<file path="src/rtl/mem_port_arbiter_if.sv">
// Bundle of the two requester handshakes and the memory port shared by mem_port_arbiter.
// Handshake: a requester raises *_req with *_we/*_addr/*_wdata stable; the arbiter samples them
// at grant, and *_ack pulses for one cycle at completion with *_rdata valid while ack is high.
interface mem_port_arbiter_if #(
  parameter int ADDR_W = 16,
  parameter int DATA_W = 16
);
  logic              cpu_req;
  logic              cpu_we;
  logic [ADDR_W-1:0] cpu_addr;
  logic [DATA_W-1:0] cpu_wdata;
  logic [DATA_W-1:0] cpu_rdata;
  logic              cpu_ack;

  logic              dbg_req;
  logic              dbg_we;
  logic [ADDR_W-1:0] dbg_addr;
  logic [DATA_W-1:0] dbg_wdata;
  logic [DATA_W-1:0] dbg_rdata;
  logic              dbg_ack;

  logic [ADDR_W-1:0] mem_addr;
  logic [DATA_W-1:0] mem_wdata;
  logic [DATA_W-1:0] mem_rdata;
  logic              mem_re_L;
  logic              mem_we_L;

  logic              busy;
  logic              owner;
  logic [1:0]        arb_state;

  modport slave (
    input  cpu_req, cpu_we, cpu_addr, cpu_wdata,
    output cpu_rdata, cpu_ack,
    input  dbg_req, dbg_we, dbg_addr, dbg_wdata,
    output dbg_rdata, dbg_ack,
    output mem_addr, mem_wdata, mem_re_L, mem_we_L,
    input  mem_rdata,
    output busy, owner, arb_state
  );

  modport master (
    output cpu_req, cpu_we, cpu_addr, cpu_wdata,
    input  cpu_rdata, cpu_ack,
    output dbg_req, dbg_we, dbg_addr, dbg_wdata,
    input  dbg_rdata, dbg_ack,
    input  mem_addr, mem_wdata, mem_re_L, mem_we_L,
    output mem_rdata,
    input  busy, owner, arb_state
  );
endinterface

</file>
<file path="src/rtl/mem_port_arbiter.sv">
// Shares one memory port between the CPU and the debug loader, one access at a time.
// Define MEM_ARB_FIXED_PRIO_EN for strict CPU priority; otherwise ties alternate round-robin.
module mem_port_arbiter #(
  parameter int ADDR_W      = 16,
  parameter int DATA_W      = 16,
  parameter int WAIT_CYCLES = 1
) (
  input  logic                clock,
  input  logic                reset_L,
  mem_port_arbiter_if.slave   bus
);

  localparam logic [3:0] LP_WAIT = 4'(WAIT_CYCLES);

  typedef enum logic [1:0] {
    S_IDLE   = 2'd0,
    S_ACCESS = 2'd1,
    S_DONE   = 2'd2
  } state_t;

  state_t            r_state, w_state_nxt;
  logic [3:0]        r_cnt, w_cnt_nxt;
  logic              r_we, w_we_nxt;
  logic              r_owner, w_owner_nxt;
  logic [ADDR_W-1:0] r_mem_addr, w_mem_addr_nxt;
  logic [DATA_W-1:0] r_mem_wdata, w_mem_wdata_nxt;
  logic              r_re_l, w_re_l_nxt;
  logic              r_we_l, w_we_l_nxt;
  logic [DATA_W-1:0] r_cpu_rdata, w_cpu_rdata_nxt;
  logic [DATA_W-1:0] r_dbg_rdata, w_dbg_rdata_nxt;
  logic              r_cpu_ack, w_cpu_ack_nxt;
  logic              r_dbg_ack, w_dbg_ack_nxt;
  logic              w_any_req;
  logic              w_grant_dbg;

  assign w_any_req = bus.cpu_req | bus.dbg_req;

`ifdef MEM_ARB_FIXED_PRIO_EN
  assign w_grant_dbg = ~bus.cpu_req;
`else
  // On a tie the side that did not own the port last time wins.
  assign w_grant_dbg = (bus.cpu_req & bus.dbg_req) ? ~r_owner : bus.dbg_req;
`endif

  always_comb begin
    w_state_nxt     = r_state;
    w_cnt_nxt       = r_cnt;
    w_we_nxt        = r_we;
    w_owner_nxt     = r_owner;
    w_mem_addr_nxt  = r_mem_addr;
    w_mem_wdata_nxt = r_mem_wdata;
    w_re_l_nxt      = r_re_l;
    w_we_l_nxt      = r_we_l;
    w_cpu_rdata_nxt = r_cpu_rdata;
    w_dbg_rdata_nxt = r_dbg_rdata;
    w_cpu_ack_nxt   = 1'b0;
    w_dbg_ack_nxt   = 1'b0;
    case (r_state)
      S_IDLE: begin
        if (w_any_req) begin
          w_owner_nxt     = w_grant_dbg;
          w_we_nxt        = w_grant_dbg ? bus.dbg_we    : bus.cpu_we;
          w_mem_addr_nxt  = w_grant_dbg ? bus.dbg_addr  : bus.cpu_addr;
          w_mem_wdata_nxt = w_grant_dbg ? bus.dbg_wdata : bus.cpu_wdata;
          w_cnt_nxt       = LP_WAIT;
          w_re_l_nxt      = w_we_nxt;
          w_we_l_nxt      = ~w_we_nxt;
          w_state_nxt     = S_ACCESS;
        end
      end
      S_ACCESS: begin
        w_cnt_nxt = r_cnt - 4'd1;
        if (r_cnt == 4'd1) begin
          w_re_l_nxt = 1'b1;
          w_we_l_nxt = 1'b1;
          if (!r_we) begin
            if (r_owner) w_dbg_rdata_nxt = bus.mem_rdata;
            else         w_cpu_rdata_nxt = bus.mem_rdata;
          end
          // Ack is registered so it is high exactly for the DONE cycle.
          if (r_owner) w_dbg_ack_nxt = 1'b1;
          else         w_cpu_ack_nxt = 1'b1;
          w_state_nxt = S_DONE;
        end
      end
      S_DONE: begin
        w_state_nxt = S_IDLE;
      end
      default: begin
        w_re_l_nxt  = 1'b1;
        w_we_l_nxt  = 1'b1;
        w_state_nxt = S_IDLE;
      end
    endcase
  end

  always_ff @(posedge clock or negedge reset_L) begin
    if (!reset_L) begin
      r_state     <= S_IDLE;
      r_cnt       <= 4'd0;
      r_we        <= 1'b0;
      r_owner     <= 1'b1;
      r_mem_addr  <= '0;
      r_mem_wdata <= '0;
      r_re_l      <= 1'b1;
      r_we_l      <= 1'b1;
      r_cpu_rdata <= '0;
      r_dbg_rdata <= '0;
      r_cpu_ack   <= 1'b0;
      r_dbg_ack   <= 1'b0;
    end else begin
      r_state     <= w_state_nxt;
      r_cnt       <= w_cnt_nxt;
      r_we        <= w_we_nxt;
      r_owner     <= w_owner_nxt;
      r_mem_addr  <= w_mem_addr_nxt;
      r_mem_wdata <= w_mem_wdata_nxt;
      r_re_l      <= w_re_l_nxt;
      r_we_l      <= w_we_l_nxt;
      r_cpu_rdata <= w_cpu_rdata_nxt;
      r_dbg_rdata <= w_dbg_rdata_nxt;
      r_cpu_ack   <= w_cpu_ack_nxt;
      r_dbg_ack   <= w_dbg_ack_nxt;
    end
  end

  assign bus.mem_addr  = r_mem_addr;
  assign bus.mem_wdata = r_mem_wdata;
  assign bus.mem_re_L  = r_re_l;
  assign bus.mem_we_L  = r_we_l;
  assign bus.cpu_rdata = r_cpu_rdata;
  assign bus.dbg_rdata = r_dbg_rdata;
  assign bus.cpu_ack   = r_cpu_ack;
  assign bus.dbg_ack   = r_dbg_ack;
  assign bus.busy      = (r_state != S_IDLE);
  assign bus.owner     = r_owner;
  assign bus.arb_state = r_state;

endmodule

</file>
<file path="src/flat_wrapper.sv">
// flat-port wrapper written by rule: the top's interface ports become plain ports
module mem_port_arbiter_flat 
#(
  parameter int ADDR_W      = 16,
  parameter int DATA_W      = 16,
  parameter int WAIT_CYCLES = 1
)
  (clock, reset_L, bus_cpu_req, bus_cpu_we, bus_cpu_addr, bus_cpu_wdata, bus_cpu_rdata, bus_cpu_ack, bus_dbg_req, bus_dbg_we, bus_dbg_addr, bus_dbg_wdata, bus_dbg_rdata, bus_dbg_ack, bus_mem_addr, bus_mem_wdata, bus_mem_re_L, bus_mem_we_L, bus_mem_rdata, bus_busy, bus_owner, bus_arb_state);
  mem_port_arbiter_if #(.ADDR_W(ADDR_W), .DATA_W(DATA_W)) bus_i ();
  input  logic clock;
  input  logic reset_L;
  input wire logic [$bits(bus_i.cpu_req)-1:0] bus_cpu_req;
  input wire logic [$bits(bus_i.cpu_we)-1:0] bus_cpu_we;
  input wire logic [$bits(bus_i.cpu_addr)-1:0] bus_cpu_addr;
  input wire logic [$bits(bus_i.cpu_wdata)-1:0] bus_cpu_wdata;
  output wire logic [$bits(bus_i.cpu_rdata)-1:0] bus_cpu_rdata;
  output wire logic [$bits(bus_i.cpu_ack)-1:0] bus_cpu_ack;
  input wire logic [$bits(bus_i.dbg_req)-1:0] bus_dbg_req;
  input wire logic [$bits(bus_i.dbg_we)-1:0] bus_dbg_we;
  input wire logic [$bits(bus_i.dbg_addr)-1:0] bus_dbg_addr;
  input wire logic [$bits(bus_i.dbg_wdata)-1:0] bus_dbg_wdata;
  output wire logic [$bits(bus_i.dbg_rdata)-1:0] bus_dbg_rdata;
  output wire logic [$bits(bus_i.dbg_ack)-1:0] bus_dbg_ack;
  output wire logic [$bits(bus_i.mem_addr)-1:0] bus_mem_addr;
  output wire logic [$bits(bus_i.mem_wdata)-1:0] bus_mem_wdata;
  output wire logic [$bits(bus_i.mem_re_L)-1:0] bus_mem_re_L;
  output wire logic [$bits(bus_i.mem_we_L)-1:0] bus_mem_we_L;
  input wire logic [$bits(bus_i.mem_rdata)-1:0] bus_mem_rdata;
  output wire logic [$bits(bus_i.busy)-1:0] bus_busy;
  output wire logic [$bits(bus_i.owner)-1:0] bus_owner;
  output wire logic [$bits(bus_i.arb_state)-1:0] bus_arb_state;
  assign bus_i.cpu_req = bus_cpu_req;
  assign bus_i.cpu_we = bus_cpu_we;
  assign bus_i.cpu_addr = bus_cpu_addr;
  assign bus_i.cpu_wdata = bus_cpu_wdata;
  assign bus_cpu_rdata = bus_i.cpu_rdata;
  assign bus_cpu_ack = bus_i.cpu_ack;
  assign bus_i.dbg_req = bus_dbg_req;
  assign bus_i.dbg_we = bus_dbg_we;
  assign bus_i.dbg_addr = bus_dbg_addr;
  assign bus_i.dbg_wdata = bus_dbg_wdata;
  assign bus_dbg_rdata = bus_i.dbg_rdata;
  assign bus_dbg_ack = bus_i.dbg_ack;
  assign bus_mem_addr = bus_i.mem_addr;
  assign bus_mem_wdata = bus_i.mem_wdata;
  assign bus_mem_re_L = bus_i.mem_re_L;
  assign bus_mem_we_L = bus_i.mem_we_L;
  assign bus_i.mem_rdata = bus_mem_rdata;
  assign bus_busy = bus_i.busy;
  assign bus_owner = bus_i.owner;
  assign bus_arb_state = bus_i.arb_state;
  mem_port_arbiter #(.ADDR_W(ADDR_W), .DATA_W(DATA_W), .WAIT_CYCLES(WAIT_CYCLES)) u_core (.clock(clock), .reset_L(reset_L), .bus(bus_i));
endmodule
</file>
<file path="config.mk">
export PLATFORM = sky130hd
export DESIGN_NAME = mem_port_arbiter_flat
export DESIGN_NICKNAME = d
export VERILOG_FILES = /design/src/rtl/mem_port_arbiter_if.sv /design/src/rtl/mem_port_arbiter.sv /design/src/flat_wrapper.sv
export SDC_FILE = /design/constraint.sdc
export NUM_CORES = 1
export LEC_CHECK = 0
export CAP_MARGIN = 20
export CORE_MARGIN = 2
export CORE_UTILIZATION = 41
export DETAILED_ROUTE_END_ITERATION = 12
export GPL_ROUTABILITY_DRIVEN = 0
export PLACE_DENSITY = 0.82
export RECOVER_POWER = 50
export SKIP_LAST_GASP = 1
export SYNTH_ARGS = -nofsm -noshare
export SYNTH_HDL_FRONTEND = slang
export SYNTH_SLANG_ARGS = --single-unit
</file>
<file path="constraint.sdc">
create_clock -name clock -period 2.1 [get_ports clock]
set_input_delay 0.42 -clock clock [delete_from_list [all_inputs] [get_ports clock]]
set_output_delay 0.42 -clock clock [all_outputs]
set_load 0.02 [all_outputs]
</file>
==> impl_metrics.env, run 1 <==
export IMPL_timing_critical_path_slowest_cell_delay_ns=0.59
export IMPL_critical_path_cell_chain="clkdlybuf4s50_1"
export IMPL_insertedDiodeCount=0
export IMPL_initial_utilization_pct=42.0
export IMPL_cts_htree_levels=3
export IMPL_drt_first_pass_iters=4
export IMPL_yosys_most_used_dff="dfrtp_1"
export IMPL_slew_of_the_pin_with_the_lowest_slew_margin_ns=1.21
export IMPL_ys_seq_area_share_pct=55.7
export IMPL_first_global_vias=2587
export IMPL_die_width_um=95.3
export IMPL_yosys_register_bits=76
export IMPL_detailed_place_hpwl_mm=6.08
export IMPL_clock_path_buffers=2
export IMPL_ctsHoldBuffers=0
export IMPL_run_status="finished clean"
export IMPL_critical_path_slowest_cell="clkdlybuf4s50_1"
export IMPL_setup_crit_start_kind="register"
export IMPL_worst_r2r_path_depth=5
export IMPL_worstSetupPathDepth=1
export IMPL_die_h_um=95.3
export IMPL_sequential_cell_area_um2=1910
export IMPL_drc=0
export IMPL_peakVddDrop_uv=885
export IMPL_maximum_capacitance_violations=0
export IMPL_fmax_ghz=0.524
export IMPL_fraction_of_layout_instances_using_a_drive_strength_above_1_pct=32.9
export IMPL_syn_mean_instance_area_um2=15.5
export IMPL_floorplan_io_pins=158
export IMPL_global_route_usage_total_pct=18.5
export IMPL_critPathArrivalTime_ns=1.49
export IMPL_synthesis_area_um2=3420
export IMPL_drt_total_wl_mm=8.23
export IMPL_core_area_um2=8130
export IMPL_layout_min_cycle_time_ns=1.91
export IMPL_postCtsSetupRepairBufs=0
export IMPL_power_per_cell_area_nw_per_um2=1510
export IMPL_multi_input_comb_area_um2=1420
export IMPL_worst_skew_pair_late_latency_ns=0.35
export IMPL_critPathCaptureType="primary output"
export IMPL_iteration_0_drc_count_of_the_detailed_router=34
export IMPL_setup_repair_after_global_routing_missed_its_margin="false"
export IMPL_max_slew_margin_pct=19.6
export IMPL_cellLeakagePower_nw=2.23
export IMPL_finalHoldViolCount=0
export IMPL_core_rows=33
export IMPL_timing_final_crit_share_pct=90.8
export IMPL_sequential_share_of_power_pct=33.3
export IMPL_routed_length_per_placed_instance_um=16.6
export IMPL_pins_over_their_slew_limit=0
export IMPL_synth_edf_count=0
export IMPL_worstPathMaxFanout=2
export IMPL_route_antenna_remaining_nets=0
export IMPL_synthToLayoutAreaGrowth_pct=54.7
export IMPL_tritoncts="yes"
export IMPL_grt_overflow_total=0
export IMPL_number_of_antenna_violations_at_the_first_check_in_global_routing=0
export IMPL_viasPerCell=4.87
export IMPL_timing_critical_path_required_ns=1.68
export IMPL_power_share_switching_pct=36.3
export IMPL_pwr_share_clk_pct=13.7
export IMPL_place_port_buffers=157
export IMPL_global_route_wire_length_before_repair_mm=12.7
export IMPL_synthCells=221
export IMPL_vias=2418
export IMPL_combinationalPowerShare_pct=53.0
export IMPL_total_number_of_yosys_warnings=0
export IMPL_synthDistinctLibCells=32
export IMPL_total_switching_power_mw=2.91
export IMPL_timing_hold_worst_class="in2async"
export IMPL_numCtsBuffers=9
export IMPL_critical_path_buf_inv_count=1
export IMPL_floorplan_die_area_um2=9090
export IMPL_path_delay_family="buffers and inverters"
export IMPL_clk_pin_slew_ns=0.08
export IMPL_nNetsFinal=475
export IMPL_total_power_mw=8.01
export IMPL_r2r_setup_slack_ns=0.19
export IMPL_cts_sink_count=76
export IMPL_maximum_number_of_pins_on_one_net_before_global_route_repair=50
export IMPL_setup_viol=0
export IMPL_filler_cell_count=634
export IMPL_setup_tns_ns=0
export IMPL_asyncSetResetFlopFracSynth_pct=100
export IMPL_critical_path_start_end_classification="reg2out"
export IMPL_timing_clock_skew_ns=0.0109
export IMPL_cell_internal_pwr_mw=5.10
export IMPL_syn_num_nets=309
export IMPL_cts_root_buffer_cell="clkbuf_8"
final timing paths:
path,end,start
setup / recovery,bus_mem_re_L,u_core.bus.mem_re_L$_DFFE_PN1P_
hold / removal,u_core.bus.mem_addr[3]$_DFFE_PN0P_,reset_L
setup reg to reg,u_core.bus.dbg_rdata[8]$_DFFE_PN0P_,u_core.r_cnt[1]$_DFFE_PN0P_
hold reg to reg,u_core.bus.mem_re_L$_DFFE_PN1P_,u_core.bus.mem_re_L$_DFFE_PN1P_
max in group asynchronous,u_core.bus.dbg_rdata[6]$_DFFE_PN0P_,reset_L
min in group clock,u_core.bus.mem_re_L$_DFFE_PN1P_,u_core.bus.mem_re_L$_DFFE_PN1P_
per-layer routing:
metal | wire length [um] | part of all wire [%] | global-route usage (%) | vias to the layer above
li1 | - | - | - | 1122
met1 | 3210 | 39 | 21.8 | 1193
met2 | 4100 | 50 | 31.2 | 92
met3 | 768 | 9.3 | 6.48 | 11
met4 | 152 | 1.8 | 7.00 | 0
met5 | 0 | 0 | 0 | -
power by group through the flow:
stage               Clock [mW]  Combinational, mW  Sequential (mW)
floorplan                    0               1.56             3.50
global placement             0               4.27             2.66
detailed placement           0               4.36             2.70
CTS                       1.13               4.38             2.68
global route              1.20               4.52             2.77
finish                    1.10               4.24             2.67
cells by family (layout without fill, tap and decap cells):
logic type / after synthesis / in the layout / synth area share [%]
muxes: 99 / 99 / 33.7
buffers and inverters: 13 / 184 / 3.04
AOI/OAI and AO/OA: 9 / 9 / 1.94
xor gates and xnor gates: 2 / 2 / 0.512
DFF: 76 / 76 / 55.7
and+or+nand+nor: 20 / 20 / 4.35
adders and majority gates: 2 / 2 / 0.732
cells in the mapped netlist, types with 2 or more instances:
cell,instances,area [um^2]
mux2_2,89,1000
dfrtp_1,73,1830
mux2_4,10,150
nor2_1,6,22.5
inv_1,4,15.0
buf_4,3,22.5
buf_6,3,33.8
dfstp_2,3,78.8
o22ai_1,3,18.8
and2b_1,2,15.0
clkbuf_8,2,27.5
ha_1,2,25.0
nand2_1,2,7.51
final cells by class:
cell class                 instances  area share (%)
clock buffer                      10            2.41
clock inverter                     6            1.21
multi-input combinational        132            26.8
timing repair buffer             164            30.8
tap                              105            2.48
inverter                           4           0.284
sequential                        76            36.0
timing repair:
| item | in CTS | in global routing |
|---|---|---|
| setup endpoints to repair | 0 | 2 |
| hold endpoints to repair | 0 | 0 |
| resized for setup | 0 | 2 |
placed cells by master (no fill, tap or decap), drive strengths merged, types with 2 or more instances in the layout:
master / Yosys / layout
buf: 7 / 4
clkinvlp: 0 / 2
dfrtp: 73 / 73
dlygate4sd3: 0 / 9
clkinv: 0 / 2
and2b: 2 / 2
nor2: 6 / 6
clkdlybuf4s50: 0 / 145
nand2: 2 / 2
o22ai: 3 / 3
dfstp: 3 / 3
ha: 2 / 2
or2: 2 / 2
inv: 4 / 5
clkbuf: 2 / 15
mux2: 99 / 99
sequential cells by signal (all words and copies together), names as in the netlist:
| name | cells |
|---|---|
| u_core.bus.mem_wdata | 16 |
| u_core.bus.dbg_ack | 1 |
| u_core.bus.owner | 1 |
| u_core.bus.cpu_ack | 1 |
| u_core.bus.arb_state | 2 |
| u_core.bus.dbg_rdata | 16 |
| u_core.bus.mem_re_L | 1 |
| u_core.bus.mem_we_L | 1 |
| u_core.bus.mem_addr | 16 |
| u_core.bus.cpu_rdata | 16 |
| u_core.r_cnt | 4 |
| u_core.r_we | 1 |
per-stage QoR:
stage | util (%) | instance area [um^2] | setup slack [ns] | cells | hold slack, ns
3_5_place_dp | 63.1 | 5140 | -0.0336 | 481 | 0.461
5_1_grt | 65.1 | 5290 | 0.101 | 497 | 0.402
3_3_place_gp | 63.1 | 5140 | 0.0132 | 481 | 0.456
2_1_floorplan | - | 3420 | 0.346 | 221 | 0.124
6_report | 65.1 | 5290 | 0.193 | 497 | 0.303
4_1_cts | 65.5 | 5330 | 0.00220 | 497 | 0.102
(Power assumes the default switching activity.)
==> inputs of run 2 (changes only) <==
CELL_PAD_IN_SITES_DETAIL_PLACEMENT = 1   (was not set)
CELL_PAD_IN_SITES_GLOBAL_PLACEMENT = 2   (was not set)
CORE_UTILIZATION = 26   (was 41)
CTS_CLUSTER_DIAMETER = 150   (was not set)
PLACE_DENSITY = 0.81   (was 0.82)
==> run 2 against run 1 <==
Effect of this change: critical path depth unchanged; hold slack worse by 0.013 ns; clock skew shrank 0.0066 ns; via count up 2.1%; maximum frequency shrank 6.3%; final cell count rose by 14%; utilization decreased by 22 points; sequential power hardly changed; largest cell class unchanged.
==> impl_metrics.env, run 2 (synthesized netlist as in run 1, its figures left out) <==
export IMPL_route_antenna_remaining_nets=0
export IMPL_core_area_um2=12700
export IMPL_global_route_wire_length_before_repair_mm=15.3
export IMPL_instances_no_fill=568
export IMPL_drt_total_wl_mm=9.23
export IMPL_initial_utilization_pct=26.9
export IMPL_total_power_mw=8.38
export IMPL_most_common_cell_after_layout_fill_and_taps_aside="clkdlybuf4s50_1"
export IMPL_worstSetupPathDepth=1
export IMPL_fraction_of_layout_instances_using_a_drive_strength_above_1_pct=33.3
export IMPL_tritoncts="yes"
export IMPL_first_global_vias=2845
export IMPL_grt_overflow_total=0
export IMPL_power_per_cell_area_nw_per_um2=1520
export IMPL_cts_sink_count=76
export IMPL_run_status="finished clean"
export IMPL_regToRegEndpoint="u_core.bus.cpu_rdata[5]$_DFFE_PN0P_"
export IMPL_cellLeakagePower_nw=2.32
export IMPL_finalCoreUtilization_pct=43.5
export IMPL_drc=0
export IMPL_post_dp_cell_area_um2=5260
export IMPL_cts_root_buffer_cell="clkbuf_16"
export IMPL_detailroute_wirelength_met3_um=678
export IMPL_vias=2468
export IMPL_floorplan_die_area_um2=14100
export IMPL_insertedDiodeCount=0
export IMPL_clk_pin_slew_ns=0.05
export IMPL_die_width_um=119
export IMPL_pre_cts_slack_ns=-0.0498
export IMPL_setup_crit_start_kind="register"
export IMPL_cts_htree_levels=3
export IMPL_hold_slack_ns=0.290
export IMPL_layout_min_cycle_time_ns=2.03
export IMPL_finalHoldViolCount=0
export IMPL_critical_path_cell_chain="clkdlybuf4s50_1"
export IMPL_nNetsFinal=479
export IMPL_crit_path_start="u_core.bus.owner$_DFFE_PN1P_"
export IMPL_fmax_ghz=0.491
export IMPL_maximum_number_of_pins_on_one_net_before_global_route_repair=46
export IMPL_worst_r2r_path_depth=5
export IMPL_setup_tns_ns=0
export IMPL_regToRegStartpoint="u_core.r_cnt[1]$_DFFE_PN0P_"
export IMPL_routed_length_per_placed_instance_um=16.2
export IMPL_numCtsBuffers=9
export IMPL_top_layer="met4"
export IMPL_slew_of_the_pin_with_the_lowest_slew_margin_ns=1.12
export IMPL_path_delay_family="buffers and inverters"
export IMPL_die_h_um=119
export IMPL_number_of_antenna_violations_at_the_first_check_in_global_routing=0
export IMPL_global_route_usage_total_pct=13.9
export IMPL_critical_path_endpoint="bus_owner"
export IMPL_peakVddDrop_uv=575
export IMPL_met2_wirelength_from_detailed_routing_mm=4.73
export IMPL_maximum_capacitance_violations=0
export IMPL_iteration_0_drc_count_of_the_detailed_router=68
export IMPL_critical_path_slowest_cell="clkdlybuf4s50_1"
export IMPL_critPathArrivalTime_ns=1.61
export IMPL_pins_over_their_slew_limit=0
export IMPL_worstPathMaxFanout=7
export IMPL_clock_path_buffers=2
export IMPL_detailed_place_hpwl_mm=6.98
export IMPL_place_port_buffers=157
export IMPL_r2r_setup_slack_ns=0.31
export IMPL_critical_path_buf_inv_count=1
export IMPL_synthToLayoutAreaGrowth_pct=61.8
export IMPL_setup_repair_after_global_routing_missed_its_margin="false"
export IMPL_core_rows=41
export IMPL_timing_critical_path_slowest_cell_delay_ns=0.65
export IMPL_final_design_area_no_fill_um2=5530
export IMPL_max_slew_margin_pct=25.5
export IMPL_viasPerCell=4.35
export IMPL_place_inst=551
export IMPL_timing_final_crit_share_pct=96.9
export IMPL_layout_cells_most_common_list="clkdlybuf4s50_1, mux2_2, dfrtp_1"
export IMPL_post_route_worst_setup_slack_ns=0.0651
export IMPL_setup_viol=0
export IMPL_timing_critical_path_required_ns=1.68
export IMPL_critPathCaptureType="primary output"
export IMPL_drt_first_pass_iters=4
export IMPL_met1_length_mm=3.65
export IMPL_worst_skew_pair_late_latency_ns=0.33
export IMPL_floorplan_io_pins=158
export IMPL_timing_hold_worst_class="in2async"
export IMPL_critical_path_start_end_classification="reg2out"
export IMPL_timing_clock_skew_ns=0.00429
## run 2: area by class of cell
cell class | instances | area [um^2]
timing repair buffer | 168 | 1700
fill | 1358 | 7190
tap | 172 | 215
sequential | 76 | 1910
clock buffer | 15 | 278
inverter | 4 | 15.0
clock inverter | 1 | 5.00
multi-input combinational | 132 | 1420
## run 2: worst min-delay path by stage
stage / startpoint / end / slack, ns / cells after the start
after floorplan: reset_L / u_core.bus.arb_state[0]$_DFFE_PN0P_ / 0.12 / 0
after global placement: u_core.bus.mem_re_L$_DFFE_PN1P_ / u_core.bus.mem_re_L$_DFFE_PN1P_ / 0.45 / 2
after detailed placement: reset_L / u_core.bus.mem_addr[15]$_DFFE_PN0P_ / 0.47 / 1
after CTS: reset_L / u_core.bus.mem_addr[15]$_DFFE_PN0P_ / 0.11 / 1
after global routing: reset_L / u_core.bus.mem_addr[15]$_DFFE_PN0P_ / 0.39 / 1
final: reset_L / u_core.bus.mem_wdata[14]$_DFFE_PN0P_ / 0.29 / 1
## run 2: report_power, final
group          internal [mW]  switching, mW  leakage (nW)
Sequential              2.23          0.430         0.893
Clock                  0.896          0.556         0.140
Combinational           2.32           1.95          1.29
## run 2: per-layer routing
layer	GRT usage, %	up-vias
met5	0	-
li1	-	1132
met3	5.02	14
met4	5.65	0
met2	24.1	84
met1	15.3	1238
## run 2: what timing repair did
item	in CTS	in global routing
buffers inserted	0	1
resized for setup	0	1
hold buffers	0	0
setup endpoints to repair	0	17
hold endpoints to repair	0	0
==> inputs of run 3 (changes only) <==
ABC_AREA = 1   (was not set)
CORE_UTILIZATION = 23   (was 26)
CTS_CLUSTER_DIAMETER = not set   (was 150)
PLACE_DENSITY = 0.83   (was 0.81)
==> run 3 against run 2 <==
Effect of this change: utilization decreased by 6.5 points; clock-buffer cell count decreased by 5; flip-flop and latch count unchanged; hold slack got worse by 0.078 ns; sequential power increased by 3%; synthesized cell count increased by 100%; first-iteration DRC count increased by 87%; final area increased by 1.3%.
==> impl_metrics.env, run 3 <==
export IMPL_setup_viol=0
export IMPL_power_share_switching_pct=42.0
export IMPL_critical_path_cell_chain="clkdlybuf4s50_1"
export IMPL_yosys_register_bits=76
export IMPL_final_design_area_no_fill_um2=5600
export IMPL_cellLeakagePower_nw=2.74
export IMPL_numCtsBuffers=9
export IMPL_power_per_cell_area_nw_per_um2=1530
export IMPL_timing_hold_worst_class="in2async"
export IMPL_synth_top_cell_area_share_pct=51.3
export IMPL_global_route_wire_length_before_repair_mm=18.5
export IMPL_synthesis_area_um2=3560
export IMPL_postCtsSetupRepairBufs=0
export IMPL_drc=0
export IMPL_die_h_um=128
export IMPL_cts_sink_count=76
export IMPL_maximum_number_of_pins_on_one_net_before_global_route_repair=54
export IMPL_critical_path_start_end_classification="reg2out"
export IMPL_timing_clock_skew_ns=0.00548
export IMPL_routed_length_per_placed_instance_um=14.1
export IMPL_worstPathMaxFanout=6
export IMPL_floorplan_io_pins=158
export IMPL_grt_overflow_total=0
export IMPL_vias=3389
export IMPL_timing_final_crit_share_pct=96.6
export IMPL_synth_edf_count=0
export IMPL_syn_num_nets=532
export IMPL_tritoncts="yes"
export IMPL_asyncSetResetFlopFracSynth_pct=100
export IMPL_max_slew_margin_pct=35.6
export IMPL_post_dp_cell_area_um2=5360
export IMPL_worst_skew_pair_late_latency_ns=0.33
export IMPL_ys_seq_area_share_pct=53.5
export IMPL_setup_crit_start_kind="register"
export IMPL_critical_path_slowest_cell="clkdlybuf4s50_1"
export IMPL_pwr_share_clk_pct=16.4
export IMPL_clock_path_buffers=2
export IMPL_synth_most_common_cell="nand2_1"
export IMPL_total_power_mw=8.60
export IMPL_drt_first_pass_iters=4
export IMPL_maximum_capacitance_violations=0
export IMPL_critPathArrivalTime_ns=1.61
export IMPL_first_global_vias=3650
export IMPL_fmax_ghz=0.493
export IMPL_cell_type_contributing_the_most_total_cell_area_after_synthesis="dfrtp_1"
export IMPL_core_area_um2=15100
export IMPL_multi_input_comb_area_um2=1390
export IMPL_sequential_cell_area_um2=1910
export IMPL_timing_critical_path_slowest_cell_delay_ns=0.65
export IMPL_yosys_most_used_dff="dfrtp_1"
export IMPL_most_common_cell_after_layout_fill_and_taps_aside="nand2_1"
export IMPL_synthDistinctLibCells=25
export IMPL_synthCells=444
export IMPL_detailed_place_hpwl_mm=8.58
export IMPL_timing_critical_path_required_ns=1.68
export IMPL_number_of_antenna_violations_at_the_first_check_in_global_routing=1
export IMPL_cell_internal_pwr_mw=4.99
export IMPL_place_port_buffers=157
export IMPL_global_route_usage_total_pct=14.2
export IMPL_finalHoldViolCount=0
export IMPL_die_width_um=128
export IMPL_viasPerCell=4.27
export IMPL_slew_of_the_pin_with_the_lowest_slew_margin_ns=0.966
export IMPL_core_rows=45
export IMPL_clk_pin_slew_ns=0.06
export IMPL_peakVddDrop_uv=473
export IMPL_run_status="finished clean"
export IMPL_setup_tns_ns=0
export IMPL_total_number_of_yosys_warnings=0
export IMPL_syn_mean_instance_area_um2=8.03
export IMPL_combinationalPowerShare_pct=51.9
export IMPL_fraction_of_layout_instances_using_a_drive_strength_above_1_pct=11.4
export IMPL_cts_htree_levels=3
export IMPL_total_switching_power_mw=3.61
export IMPL_initial_utilization_pct=23.5
export IMPL_sequential_share_of_power_pct=31.8
export IMPL_synth_common_cells="nand2_1, dfrtp_1, nand3_1"
export IMPL_route_antenna_remaining_nets=0
export IMPL_synthToLayoutAreaGrowth_pct=57.3
export IMPL_floorplan_die_area_um2=16500
export IMPL_synthTopCellsByArea="dfrtp_1, nand2_1, nand3_1"
export IMPL_iteration_0_drc_count_of_the_detailed_router=127
export IMPL_filler_cell_count=1819
export IMPL_cts_root_buffer_cell="clkbuf_16"
export IMPL_setup_repair_after_global_routing_missed_its_margin="false"
export IMPL_nNetsFinal=689
export IMPL_layout_cells_most_common_list="nand2_1, clkdlybuf4s50_1, dfrtp_1"
export IMPL_critPathCaptureType="primary output"
export IMPL_ctsHoldBuffers=0
export IMPL_post_cts_resized=0
export IMPL_layout_min_cycle_time_ns=2.03
export IMPL_path_delay_family="buffers and inverters"
export IMPL_critical_path_buf_inv_count=1
export IMPL_pins_over_their_slew_limit=0
export IMPL_drt_total_wl_mm=11.2
## run 3: cell count changes after synthesis, sizes merged, moves of 3 or more
cell,delta
nand3,+68
inv,+38
buf,+7
nor2,-3
or2,+29
o21ai,+5
nand2,+185
mux2,-99
nor3,+3
clkbuf,+4
## run 3: worst paths after layout
kind,startpoint,end,slack (ns),cells past startpoint
setup / recovery,u_core.bus.owner$_DFFE_PN1P_,bus_owner,0.07,1
hold reg to reg,u_core.bus.mem_re_L$_DFFE_PN1P_,u_core.bus.mem_re_L$_DFFE_PN1P_,0.47,2
max in group asynchronous,reset_L,u_core.bus.dbg_rdata[4]$_DFFE_PN0P_,0.39,2
hold / removal,reset_L,u_core.bus.mem_addr[9]$_DFFE_PN0P_,0.21,1
min in group clock,u_core.bus.mem_re_L$_DFFE_PN1P_,u_core.bus.mem_re_L$_DFFE_PN1P_,0.47,2
setup reg to reg,u_core.r_cnt[1]$_DFFE_PN0P_,u_core.bus.dbg_rdata[12]$_DFFE_PN0P_,0.48,7
## run 3: metrics by stage
stage | hold slack [ns] | util, % | setup slack (ns) | cells
2_1_floorplan | 0.124 | - | 0.605 | 444
3_3_place_gp | 0.411 | 35.4 | 0.309 | 778
3_5_place_dp | 0.419 | 35.4 | 0.269 | 778
4_1_cts | 0.0632 | 37.2 | 0.0340 | 793
5_1_grt | 0.284 | 37.0 | 0.0199 | 794
6_report | 0.212 | 37.0 | 0.0718 | 794
## run 3: cell type report
type	instances	area share, %
Antenna cell	1	0.0447
Clock buffer	10	4.26
Clock inverter	5	0.514
Inverter	43	2.88
Multi-Input combinational cell	305	24.8
Sequential cell	76	34.0
Tap cell	188	4.20
Timing Repair Buffer	166	29.3
## run 3: cells by family (layout without fill, tap and decap cells)
kind of cell / Yosys count / after routing / synth area share (%)
adder cells (fa/ha/maj): 2 / 2 / 0.702
buffers and inverters: 63 / 224 / 7.65
other: 0 / 1 / 0
flip-flops: 76 / 76 / 53.5
AO/OA/AOI/OAI: 8 / 8 / 1.16
AND/OR/NAND/NOR: 295 / 295 / 37.0
## run 3: power groups by stage
stage	clock network, mW	registers [mW]	logic, mW
2_1_floorplan	0	3.49	1.60
3_3_place_gp	0	2.74	4.45
3_5_place_dp	0	2.74	4.59
4_1_cts	1.47	2.75	4.60
5_1_grt	1.53	2.84	4.92
6_report	1.41	2.73	4.46
## run 3: layer usage
layer | vias to the layer above | part of all wire, % | global-route usage [%]
li1 | 1681 | - | -
met1 | 1576 | 45 | 18.2
met2 | 122 | 45 | 22.8
met3 | 10 | 8.6 | 4.57
met4 | 0 | 1.2 | 4.46
met5 | - | 0 | 0
